===== src/rtl/pipeline_ctrl_if.sv =====
// Hazard/flush control bundle between the pipeline datapath and pipeline_ctrl.
//   ID stage : id_rs1, id_rs2, id_uses_rs1, id_uses_rs2 (source operands of the ID instruction)
//   EX stage : ex_rd, ex_memRead, ex_branch_taken       (destination, load flag, branch outcome)
//   IF stage : imem_ready                               (instruction memory data valid)
//   controls : pcWrite, hazDetect_IF_ID, IF_Flush, ID_EX_Flush
//   status   : state, stall_count, flush_count
// master = datapath side (drives stage info), slave = controller side.
interface pipeline_ctrl_if;
  logic [4:0]  id_rs1;
  logic [4:0]  id_rs2;
  logic        id_uses_rs1;
  logic        id_uses_rs2;
  logic [4:0]  ex_rd;
  logic        ex_memRead;
  logic        ex_branch_taken;
  logic        imem_ready;
  logic        pcWrite;
  logic        hazDetect_IF_ID;
  logic        IF_Flush;
  logic        ID_EX_Flush;
  logic [1:0]  state;
  logic [15:0] stall_count;
  logic [15:0] flush_count;

  modport master (
    output id_rs1, id_rs2, id_uses_rs1, id_uses_rs2, ex_rd, ex_memRead,
           ex_branch_taken, imem_ready,
    input  pcWrite, hazDetect_IF_ID, IF_Flush, ID_EX_Flush, state,
           stall_count, flush_count
  );

  modport slave (
    input  id_rs1, id_rs2, id_uses_rs1, id_uses_rs2, ex_rd, ex_memRead,
           ex_branch_taken, imem_ready,
    output pcWrite, hazDetect_IF_ID, IF_Flush, ID_EX_Flush, state,
           stall_count, flush_count
  );
endinterface


===== src/rtl/pipeline_ctrl.sv =====
// pipeline_ctrl: hazard controller for a 5-stage pipeline. Inserts load-use
// bubbles, flushes wrong-path fetches after taken branches and holds the PC
// while instruction memory is not ready. Keeps saturating counts of stall and
// flush cycles.
//   clk  : rising-edge clock
//   rst  : asynchronous, active-high reset
//   bus  : pipeline_ctrl_if.slave (stage inputs, control outputs, status)
// Parameters: FLUSH_CYCLES (>=1) IF_Flush cycles per taken branch,
//             LOAD_STALL_CYCLES (>=1) bubbles per load-use hazard.
module pipeline_ctrl #(
  parameter int unsigned FLUSH_CYCLES      = 1,
  parameter int unsigned LOAD_STALL_CYCLES = 1
) (
  input  logic           clk,
  input  logic           rst,
  pipeline_ctrl_if.slave bus
);

  localparam int unsigned MAX_CYC = (FLUSH_CYCLES > LOAD_STALL_CYCLES) ?
                                    FLUSH_CYCLES : LOAD_STALL_CYCLES;
  // cnt never holds more than MAX_CYC-1.
  localparam int unsigned CNT_W   = (MAX_CYC > 1) ? $clog2(MAX_CYC) : 1;
  localparam logic [CNT_W-1:0] FLUSH_RELOAD = CNT_W'(FLUSH_CYCLES - 1);
  localparam logic [CNT_W-1:0] STALL_RELOAD = CNT_W'(LOAD_STALL_CYCLES - 1);
  localparam logic [CNT_W-1:0] CNT_ONE      = CNT_W'(1);

  typedef enum logic [1:0] {
    ST_RUN        = 2'd0,
    ST_STALL      = 2'd1,
    ST_FLUSH      = 2'd2,
    ST_FETCH_WAIT = 2'd3
  } state_e;

  state_e            state_q, state_d;
  logic [CNT_W-1:0]  cnt_q, cnt_d;
  logic [15:0]       stall_count_q, stall_count_d;
  logic [15:0]       flush_count_q, flush_count_d;

  logic load_use;
  logic pc_write, if_id_write, if_flush, id_ex_flush;

  always_comb begin
    // NOTE: every signal gets a default before the case so no path leaves one
    // unassigned; otherwise synthesis infers a latch.
    state_d     = state_q;
    cnt_d       = cnt_q;
    pc_write    = 1'b1;
    if_id_write = 1'b1;
    if_flush    = 1'b0;
    id_ex_flush = 1'b0;

    // x0 is hardwired zero, so a load targeting it never creates a hazard.
    load_use = bus.ex_memRead && (bus.ex_rd != 5'd0) &&
               ((bus.id_uses_rs1 && (bus.id_rs1 == bus.ex_rd)) ||
                (bus.id_uses_rs2 && (bus.id_rs2 == bus.ex_rd)));

    case (state_q)
      ST_RUN, ST_FETCH_WAIT: begin
        if (bus.ex_branch_taken) begin
          // The first flush cycle happens here; FLUSH covers the remainder.
          if_flush    = 1'b1;
          id_ex_flush = 1'b1;
          if (FLUSH_CYCLES > 1) begin
            state_d = ST_FLUSH;
            cnt_d   = FLUSH_RELOAD;
          end else begin
            state_d = ST_RUN;
          end
        end else if (state_q == ST_FETCH_WAIT) begin
          // Load-use is deliberately not evaluated while waiting on fetch.
          if (bus.imem_ready) begin
            state_d = ST_RUN;
          end else begin
            pc_write = 1'b0;
            if_flush = 1'b1;
          end
        end else if (load_use) begin
          // The first bubble happens here; STALL covers the remainder.
          pc_write    = 1'b0;
          if_id_write = 1'b0;
          id_ex_flush = 1'b1;
          if (LOAD_STALL_CYCLES > 1) begin
            state_d = ST_STALL;
            cnt_d   = STALL_RELOAD;
          end
        end else if (!bus.imem_ready) begin
          pc_write = 1'b0;
          if_flush = 1'b1;
          state_d  = ST_FETCH_WAIT;
        end
      end

      ST_STALL: begin
        pc_write    = 1'b0;
        if_id_write = 1'b0;
        id_ex_flush = 1'b1;
        if (cnt_q <= CNT_ONE) begin
          state_d = ST_RUN;
          cnt_d   = '0;
        end else begin
          cnt_d = cnt_q - CNT_ONE;
        end
      end

      ST_FLUSH: begin
        if_flush = 1'b1;
        if (bus.ex_branch_taken) begin
          cnt_d = FLUSH_RELOAD;
        end else if (cnt_q <= CNT_ONE) begin
          state_d = ST_RUN;
          cnt_d   = '0;
        end else begin
          cnt_d = cnt_q - CNT_ONE;
        end
      end

      default: begin
        state_d = ST_RUN;
        cnt_d   = '0;
      end
    endcase

    // While in reset the pipeline is frozen and both pipeline registers load NOPs.
    if (rst) begin
      pc_write    = 1'b0;
      if_id_write = 1'b0;
      if_flush    = 1'b1;
      id_ex_flush = 1'b1;
    end

    stall_count_d = (!pc_write && (stall_count_q != 16'hFFFF)) ?
                    stall_count_q + 16'd1 : stall_count_q;
    flush_count_d = (if_flush && (flush_count_q != 16'hFFFF)) ?
                    flush_count_q + 16'd1 : flush_count_q;
  end

  always_ff @(posedge clk or posedge rst) begin
    if (rst) begin
      state_q       <= ST_RUN;
      cnt_q         <= '0;
      stall_count_q <= '0;
      flush_count_q <= '0;
    end else begin
      // NOTE: non-blocking assignments so every flop samples pre-edge values.
      state_q       <= state_d;
      cnt_q         <= cnt_d;
      stall_count_q <= stall_count_d;
      flush_count_q <= flush_count_d;
    end
  end

  assign bus.pcWrite         = pc_write;
  assign bus.hazDetect_IF_ID = if_id_write;
  assign bus.IF_Flush        = if_flush;
  assign bus.ID_EX_Flush     = id_ex_flush;
  assign bus.state           = state_q;
  assign bus.stall_count     = stall_count_q;
  assign bus.flush_count     = flush_count_q;

endmodule


===== src/flat_wrapper.sv =====
// flat-port wrapper written by rule: the top's interface ports become plain ports
module pipeline_ctrl_flat 
#(
  parameter int unsigned FLUSH_CYCLES      = 1,
  parameter int unsigned LOAD_STALL_CYCLES = 1
)
  (clk, rst, bus_id_rs1, bus_id_rs2, bus_id_uses_rs1, bus_id_uses_rs2, bus_ex_rd, bus_ex_memRead, bus_ex_branch_taken, bus_imem_ready, bus_pcWrite, bus_hazDetect_IF_ID, bus_IF_Flush, bus_ID_EX_Flush, bus_state, bus_stall_count, bus_flush_count);
  pipeline_ctrl_if bus_i ();
  input  logic clk;
  input  logic rst;
  input wire logic [$bits(bus_i.id_rs1)-1:0] bus_id_rs1;
  input wire logic [$bits(bus_i.id_rs2)-1:0] bus_id_rs2;
  input wire logic [$bits(bus_i.id_uses_rs1)-1:0] bus_id_uses_rs1;
  input wire logic [$bits(bus_i.id_uses_rs2)-1:0] bus_id_uses_rs2;
  input wire logic [$bits(bus_i.ex_rd)-1:0] bus_ex_rd;
  input wire logic [$bits(bus_i.ex_memRead)-1:0] bus_ex_memRead;
  input wire logic [$bits(bus_i.ex_branch_taken)-1:0] bus_ex_branch_taken;
  input wire logic [$bits(bus_i.imem_ready)-1:0] bus_imem_ready;
  output wire logic [$bits(bus_i.pcWrite)-1:0] bus_pcWrite;
  output wire logic [$bits(bus_i.hazDetect_IF_ID)-1:0] bus_hazDetect_IF_ID;
  output wire logic [$bits(bus_i.IF_Flush)-1:0] bus_IF_Flush;
  output wire logic [$bits(bus_i.ID_EX_Flush)-1:0] bus_ID_EX_Flush;
  output wire logic [$bits(bus_i.state)-1:0] bus_state;
  output wire logic [$bits(bus_i.stall_count)-1:0] bus_stall_count;
  output wire logic [$bits(bus_i.flush_count)-1:0] bus_flush_count;
  assign bus_i.id_rs1 = bus_id_rs1;
  assign bus_i.id_rs2 = bus_id_rs2;
  assign bus_i.id_uses_rs1 = bus_id_uses_rs1;
  assign bus_i.id_uses_rs2 = bus_id_uses_rs2;
  assign bus_i.ex_rd = bus_ex_rd;
  assign bus_i.ex_memRead = bus_ex_memRead;
  assign bus_i.ex_branch_taken = bus_ex_branch_taken;
  assign bus_i.imem_ready = bus_imem_ready;
  assign bus_pcWrite = bus_i.pcWrite;
  assign bus_hazDetect_IF_ID = bus_i.hazDetect_IF_ID;
  assign bus_IF_Flush = bus_i.IF_Flush;
  assign bus_ID_EX_Flush = bus_i.ID_EX_Flush;
  assign bus_state = bus_i.state;
  assign bus_stall_count = bus_i.stall_count;
  assign bus_flush_count = bus_i.flush_count;
  pipeline_ctrl #(.FLUSH_CYCLES(FLUSH_CYCLES), .LOAD_STALL_CYCLES(LOAD_STALL_CYCLES)) u_core (.clk(clk), .rst(rst), .bus(bus_i));
endmodule

===== config.mk =====
export PLATFORM = sky130hd
export DESIGN_NAME = pipeline_ctrl_flat
export DESIGN_NICKNAME = d
export VERILOG_FILES = /design/src/rtl/pipeline_ctrl_if.sv /design/src/rtl/pipeline_ctrl.sv /design/src/flat_wrapper.sv
export SDC_FILE = /design/constraint.sdc
export NUM_CORES = 1
export LEC_CHECK = 0
export ABC_AREA = 1
export CORE_UTILIZATION = 30
export DETAILED_ROUTE_END_ITERATION = 6
export PLACE_DENSITY_LB_ADDON = 0.05
export SKIP_CTS_REPAIR_TIMING = 1
export SLEW_MARGIN = 20
export SYNTH_ARGS = -nofsm -noshare
export SYNTH_HDL_FRONTEND = slang
export SYNTH_SLANG_ARGS = --single-unit

===== constraint.sdc =====
create_clock -name clk -period 2.4 [get_ports clk]
set_clock_uncertainty 0.05 [all_clocks]
set_input_delay 0.24 -clock clk [delete_from_list [all_inputs] [get_ports clk]]
set_output_delay 0.24 -clock clk [all_outputs]
set_load 0.05 [all_outputs]

Yosys cells after proc, flatten, opt, wreduce, memory -nomap -nowiden
Index checks and enable logic that the tools add are counted.
{ "totals": {"memories": 0, "elab_cells": 65, "regBits": 35, "latch_bits": 0, "ram_bits": 0, "out_inout_bits": 38, "mem_bits_ro": 0} }
{ "op_classes": {"n_eq_ne": 11, "muxes": 33, "shift": 0, "order_cmp": 1, "addsub": 3, "div_mod_pow": 0, "mul": 0, "reduce_logical": 13, "bitwise_logic": 0} }
{ "op_table": {"columns": ["op", "count"], "rows": [
  ["$add A16 B1 Y16 const B", 2],
  ["$ne A16 B16 Y1 const B", 2],
  ["$mux W1", 20],
  ["$mux W2", 7],
  ["$eq A5 B5 Y1", 2],
  ["$pmux W1 S2", 5],
  ["$ne A4 B4 Y1 const B", 2],
  ["$logic_and A1 B1 Y1", 6],
  ["$pmux W2 S3", 1],
  ["$reduce_bool A5 Y1", 1],
  ["$eq A2 B2 Y1 const B", 2],
  ["$ne A4 B3 Y1 const B", 1],
  ["$reduce_and A4 Y1", 1],
  ["$eq A2 B1 Y1 const B", 1],
  ["$logic_not A2 Y1", 1],
  ["$ne A2 B2 Y1 const B", 1],
  ["$reduce_bool A2 Y1", 1],
  ["$reduce_or A2 Y1", 1],
  ["$le A1 B1 Y1 const B", 1],
  ["$logic_not A1 Y1", 1],
  ["$logic_or A1 B1 Y1", 1],
  ["$sub A1 B1 Y1 const B", 1]
]} }

Depth between registers and ports, before layout
{ "depth": {"word_depth": 11, "ltp_mapped": 13} }

Least setup slack after synthesis
OpenSTA, ideal clock, no wires.
{ "synth_timing": {"path_type": "input -> output", "start": "input port rst", "end": "output port bus_pcWrite", "stages": 4, "path_slack_ns": 0.214, "t_required_ns": 2.110, "t_arrival_ns": 1.896, "path_cell_list": "inv_1 > nand3_2 > buf_2 > inv_1"} }
{ "synth_between": {"elab_chain_cells": 1} }
{ "synth_lines": {"columns": ["element", "line", "text"], "rows": [
  ["start, declared", "flat_wrapper.sv:10", "input logic rst;"],
  ["$mux W1", "pipeline_ctrl.sv:124", "if (rst) begin"],
  ["end, declared", "flat_wrapper.sv:19", "output wire logic [$bits(bus_i.pcWrite)-1:0] bus_pcWrite;"]
]} }
No other way between the ends.

Worst setup path in the final report
{ "layout_timing": {"start": "input port bus_ex_rd[4]", "end": "output port bus_pcWrite"} }
{ "layout_between": {"elab_chain_cells": 9, "elab_cells_between_ends": 13} }
{ "layout_lines": {"columns": ["element", "line", "text"], "rows": [
  ["start, declared", "flat_wrapper.sv:15", "input wire logic [$bits(bus_i.ex_rd)-1:0] bus_ex_rd;"],
  ["$eq A5 B5 Y1 (on tied branches)", "pipeline_ctrl.sv:54, pipeline_ctrl.sv:55", null],
  ["$logic_and A1 B1 Y1 (on tied branches)", "pipeline_ctrl.sv:54, pipeline_ctrl.sv:55", null],
  ["$logic_or A1 B1 Y1", "pipeline_ctrl.sv:54", "((bus.id_uses_rs1 && (bus.id_rs1 == bus.ex_rd)) ||"],
  ["$logic_and A1 B1 Y1 (*)", "pipeline_ctrl.sv:53", "load_use = bus.ex_memRead && (bus.ex_rd != 5'd0) &&"],
  ["$mux W1 (*)", "pipeline_ctrl.sv:77", "end else if (load_use) begin"],
  ["$mux W1 (*)", "pipeline_ctrl.sv:69", "end else if (state_q == ST_FETCH_WAIT) begin"],
  ["$mux W1 (*)", "pipeline_ctrl.sv:59", "if (bus.ex_branch_taken) begin"],
  ["$pmux W1 S2 (*)", "pipeline_ctrl.sv:57", "case (state_q)"],
  ["$mux W1 (*)", "pipeline_ctrl.sv:124", null]
]} }
Every way passes the cells marked *; elsewhere a longest branch is shown, timed or not.

==> run summary <==
* 33 — total of flip-flops plus latches after synthesis
* 2 — # H-tree levels
* 5 — TritonCTS buffer count
* 2,039 — vias in the first global route
* 31.1% — initial core utilization
* 0 ns — setup tns final
* 88.7 µm — horizontal die dimension
* 9.50 mm — first-pass GRT wire length
* 15.5% — total track usage
* 24 — maximum number of pins on one net before global-route repair
* 0.00787 mm² — floorplan die area
* 36.6% — proportion of netlist area held by the largest area contributor
* primary output — Critical Path End Type
* 0.07 ns — clock-pin slew on the worst setup and hold paths
* sky130_fd_sc_hd__nand2_1 — Crit path top cell by count
* finished clean — status
* 2.13 ns — shortest clock period the worst path allows after layout
* input port to primary output — category of the critical setup timing path
* sky130_fd_sc_hd__dfrtp_1 37%, sky130_fd_sc_hd__nand2_1 21%, sky130_fd_sc_hd__nand3_1 10%, sky130_fd_sc_hd__xnor2_1 5.4%, sky130_fd_sc_hd__xor2_1 5.0% — Area contributors post-synth
* built — clock tree from TritonCTS
* 474 — number of placed instances, taps included
* 60 — I/O pin count
* 0 — MaxCap Viol Count
* 7.05% — fraction of layout cells with a size suffix above 1
* 59 — count of input and output buffers
* 0.786 — last weighted congestion value of the routability-driven placer
* 7.03 µm² — average size of a mapped cell
* 0 — number of antenna violations at the first check in global routing
* sky130_fd_sc_hd__dfrtp_1 — predominant post-synthesis flop cell
* 0.501 ns — Worst Tran Pin Value
* 2 — number of buffers on the longest clock path
* 708 mW/mm² — Power Density
* 31 — cell row count
* sky130_fd_sc_hd__dfrtp_1 — largest area contributor in the synthesized netlist
* 124 x sky130_fd_sc_hd__nand2_1, 55 x sky130_fd_sc_hd__clkdlybuf4s50_1, 47 x sky130_fd_sc_hd__nand3_1 — most used cells in the layout excluding fill and tap cells
* 345 — syn nets
* 321 — Cells after Synth
* 88.7 µm — die height
* 4.49 — Via density
* 0.00226 mm² — Cell Area, Synth
* 0 — residual DRC count
* 469 MHz — achievable clock frequency
* 0 — antenna cell count
* 0.00725 mm² — Core ar.
* 88.9% — part of the cycle the worst path needs
* 0.49 ns — worst stage delay on the critical path
* 1.51 nW — Leak Pwr
* 0 — number of flops mapped to enable cells by yosys
* 100% — proportion of synthesized flip-flops having asynchronous set or reset
* 9 — R2R cell count
* 0 — warning count from the yosys run
* clkdlybuf4s50_1 -> inv_1 -> nand2_1 -> nand2_1 -> nor2_1 -> nand3_1 -> nand2_1 -> nand3_1 -> nand3_2 -> inv_1 -> buf_12 — sequence of cells on the critical path
* 404 µV — Peak VDD IR
* 0 — max-slew violation count
* 2.18 mW — Final Power
* 0.28 ns — clock insertion delay at the later pin of the skew report
* 8 — critical path peak fanout
* sky130_fd_sc_hd__clkdlybuf4s50_1 — Crit-path slowest cell
* 482 — Cell Count, Final, Fillers Out
* 4.09 mm — DP HPWL
* input port to asynchronous set/reset pin — path category of the worst min-delay check
* 2,165 — number of vias in the routed layout
* 1.84 ns — arrival time at the worst endpoint
* sky130_fd_sc_hd__clkbuf_8 — Root Buffer Master
* 5.55 mm — Detailed Route WL
* 0 — Antenna Violating Nets Remaining
* input port — launching element type of the critical path
* 406 — post-layout net count
* 66.5% — headroom to the max-slew limit
* 11.5 µm — average routed wire per standard cell
* 36.7% — synthesis-to-finish area growth
* 2.11 ns — required time of the critical path
* 47 — Iter 0 DRT Violations
* 0 — grt total ovfl
* 0 — total of endpoints with negative setup slack in the final report
* 4 — first-pass detailed-route iteration total
* sky130_fd_sc_hd__nand2_1 — commonest non-fill, non-tap cell in the layout
* 0 — hold violation total from the final report
* false — setup repair after global routing missed its margin
* 33 — clock tree sinks
* 22 — number of different library cells in the post-synthesis netlist
* 36.6% — Seq/Total Area, Yosys
## critical path, delay by kind of cell
kind          cells  cell delay, ns
buf+inv           4            0.85
simple gates      7            0.74
## layer usage
metal | track usage (%) | wire length, µm | vias to the layer above
met3 | 2.80 | 195 | 7
met2 | 26.3 | 2740 | 43
met1 | 20.1 | 2570 | 979
li1 | - | - | 1136
met4 | 4.84 | 48 | 0
met5 | 0 | 0 | -
## sequential cells by signal (all words and copies together) (netlist names)
name,count
u_core.bus.flush_count,16
u_core.bus.stall_count,16
u_core.bus.state,1
## final cells by class
class | count | area [µm²]
Clock buffer | 7 | 96.3
Clock inverter | 1 | 5.00
Fill cell | 775 | 4170
Inverter | 27 | 101
Multi-Input combinational cell | 253 | 1280
Sequential cell | 33 | 826
Tap cell | 99 | 124
Timing Repair Buffer | 62 | 653
## through the flow
stage	instance area, µm²	hold slack (ns)	util (%)	setup slack, ns
floorplan	2260	0.256	-	0.214
global placement	2980	0.437	41.1	0.164
detailed placement	2980	0.442	41.1	0.157
CTS	3080	0.311	42.5	0.148
global route	3080	0.324	42.5	0.0834
finish	3080	0.317	42.5	0.266
## cells by family after synthesis
family                   Yosys count  share of synthesized area (%)
XOR/XNOR                          27                           10.5
adder cells (fa/ha/maj)            2                           1.11
buffers and inverters             35                           6.93
flip-flops                        33                           36.6
AND/OR/NAND/NOR                  224                           44.9
## worst paths after layout
path	start	endpoint	slack [ns]
worst max register to register	u_core.bus.stall_count[0]$_DFFE_PP0P_	u_core.bus.stall_count[5]$_DFFE_PP0P_	0.38
max in group asynchronous	rst	u_core.bus.stall_count[10]$_DFFE_PP0P_	1.67
worst min register to register	u_core.bus.flush_count[15]$_DFFE_PP0P_	u_core.bus.flush_count[15]$_DFFE_PP0P_	0.46
worst max-delay path	bus_ex_rd[4]	bus_pcWrite	0.27
min in group clk	u_core.bus.flush_count[15]$_DFFE_PP0P_	u_core.bus.flush_count[15]$_DFFE_PP0P_	0.46
worst min-delay path	rst	u_core.bus.stall_count[6]$_DFFE_PP0P_	0.32
## power by group
group,internal [mW],leakage [nW],switching (mW)
Clock,0.259,0.0542,0.210
Combinational,0.341,1.01,0.580
Sequential,0.648,0.442,0.144
## synth_stat cells, types with 2 or more instances
| cell type | number |
|---|---|
| sky130_fd_sc_hd__xor2_1 | 13 |
| sky130_fd_sc_hd__dfrtp_1 | 33 |
| sky130_fd_sc_hd__nand2_1 | 124 |
| sky130_fd_sc_hd__ha_1 | 2 |
| sky130_fd_sc_hd__buf_6 | 2 |
| sky130_fd_sc_hd__inv_1 | 27 |
| sky130_fd_sc_hd__nand3b_1 | 3 |
| sky130_fd_sc_hd__xnor2_1 | 14 |
| sky130_fd_sc_hd__nand4_1 | 4 |
| sky130_fd_sc_hd__nand3_1 | 47 |
| sky130_fd_sc_hd__nand3_2 | 2 |
| sky130_fd_sc_hd__nor2_1 | 28 |
| sky130_fd_sc_hd__nand2_2 | 3 |
| sky130_fd_sc_hd__buf_2 | 5 |
| sky130_fd_sc_hd__nor3_1 | 5 |
| sky130_fd_sc_hd__nor2_4 | 2 |
| sky130_fd_sc_hd__nand2_4 | 2 |
Power figures use the tool's default switching activity.
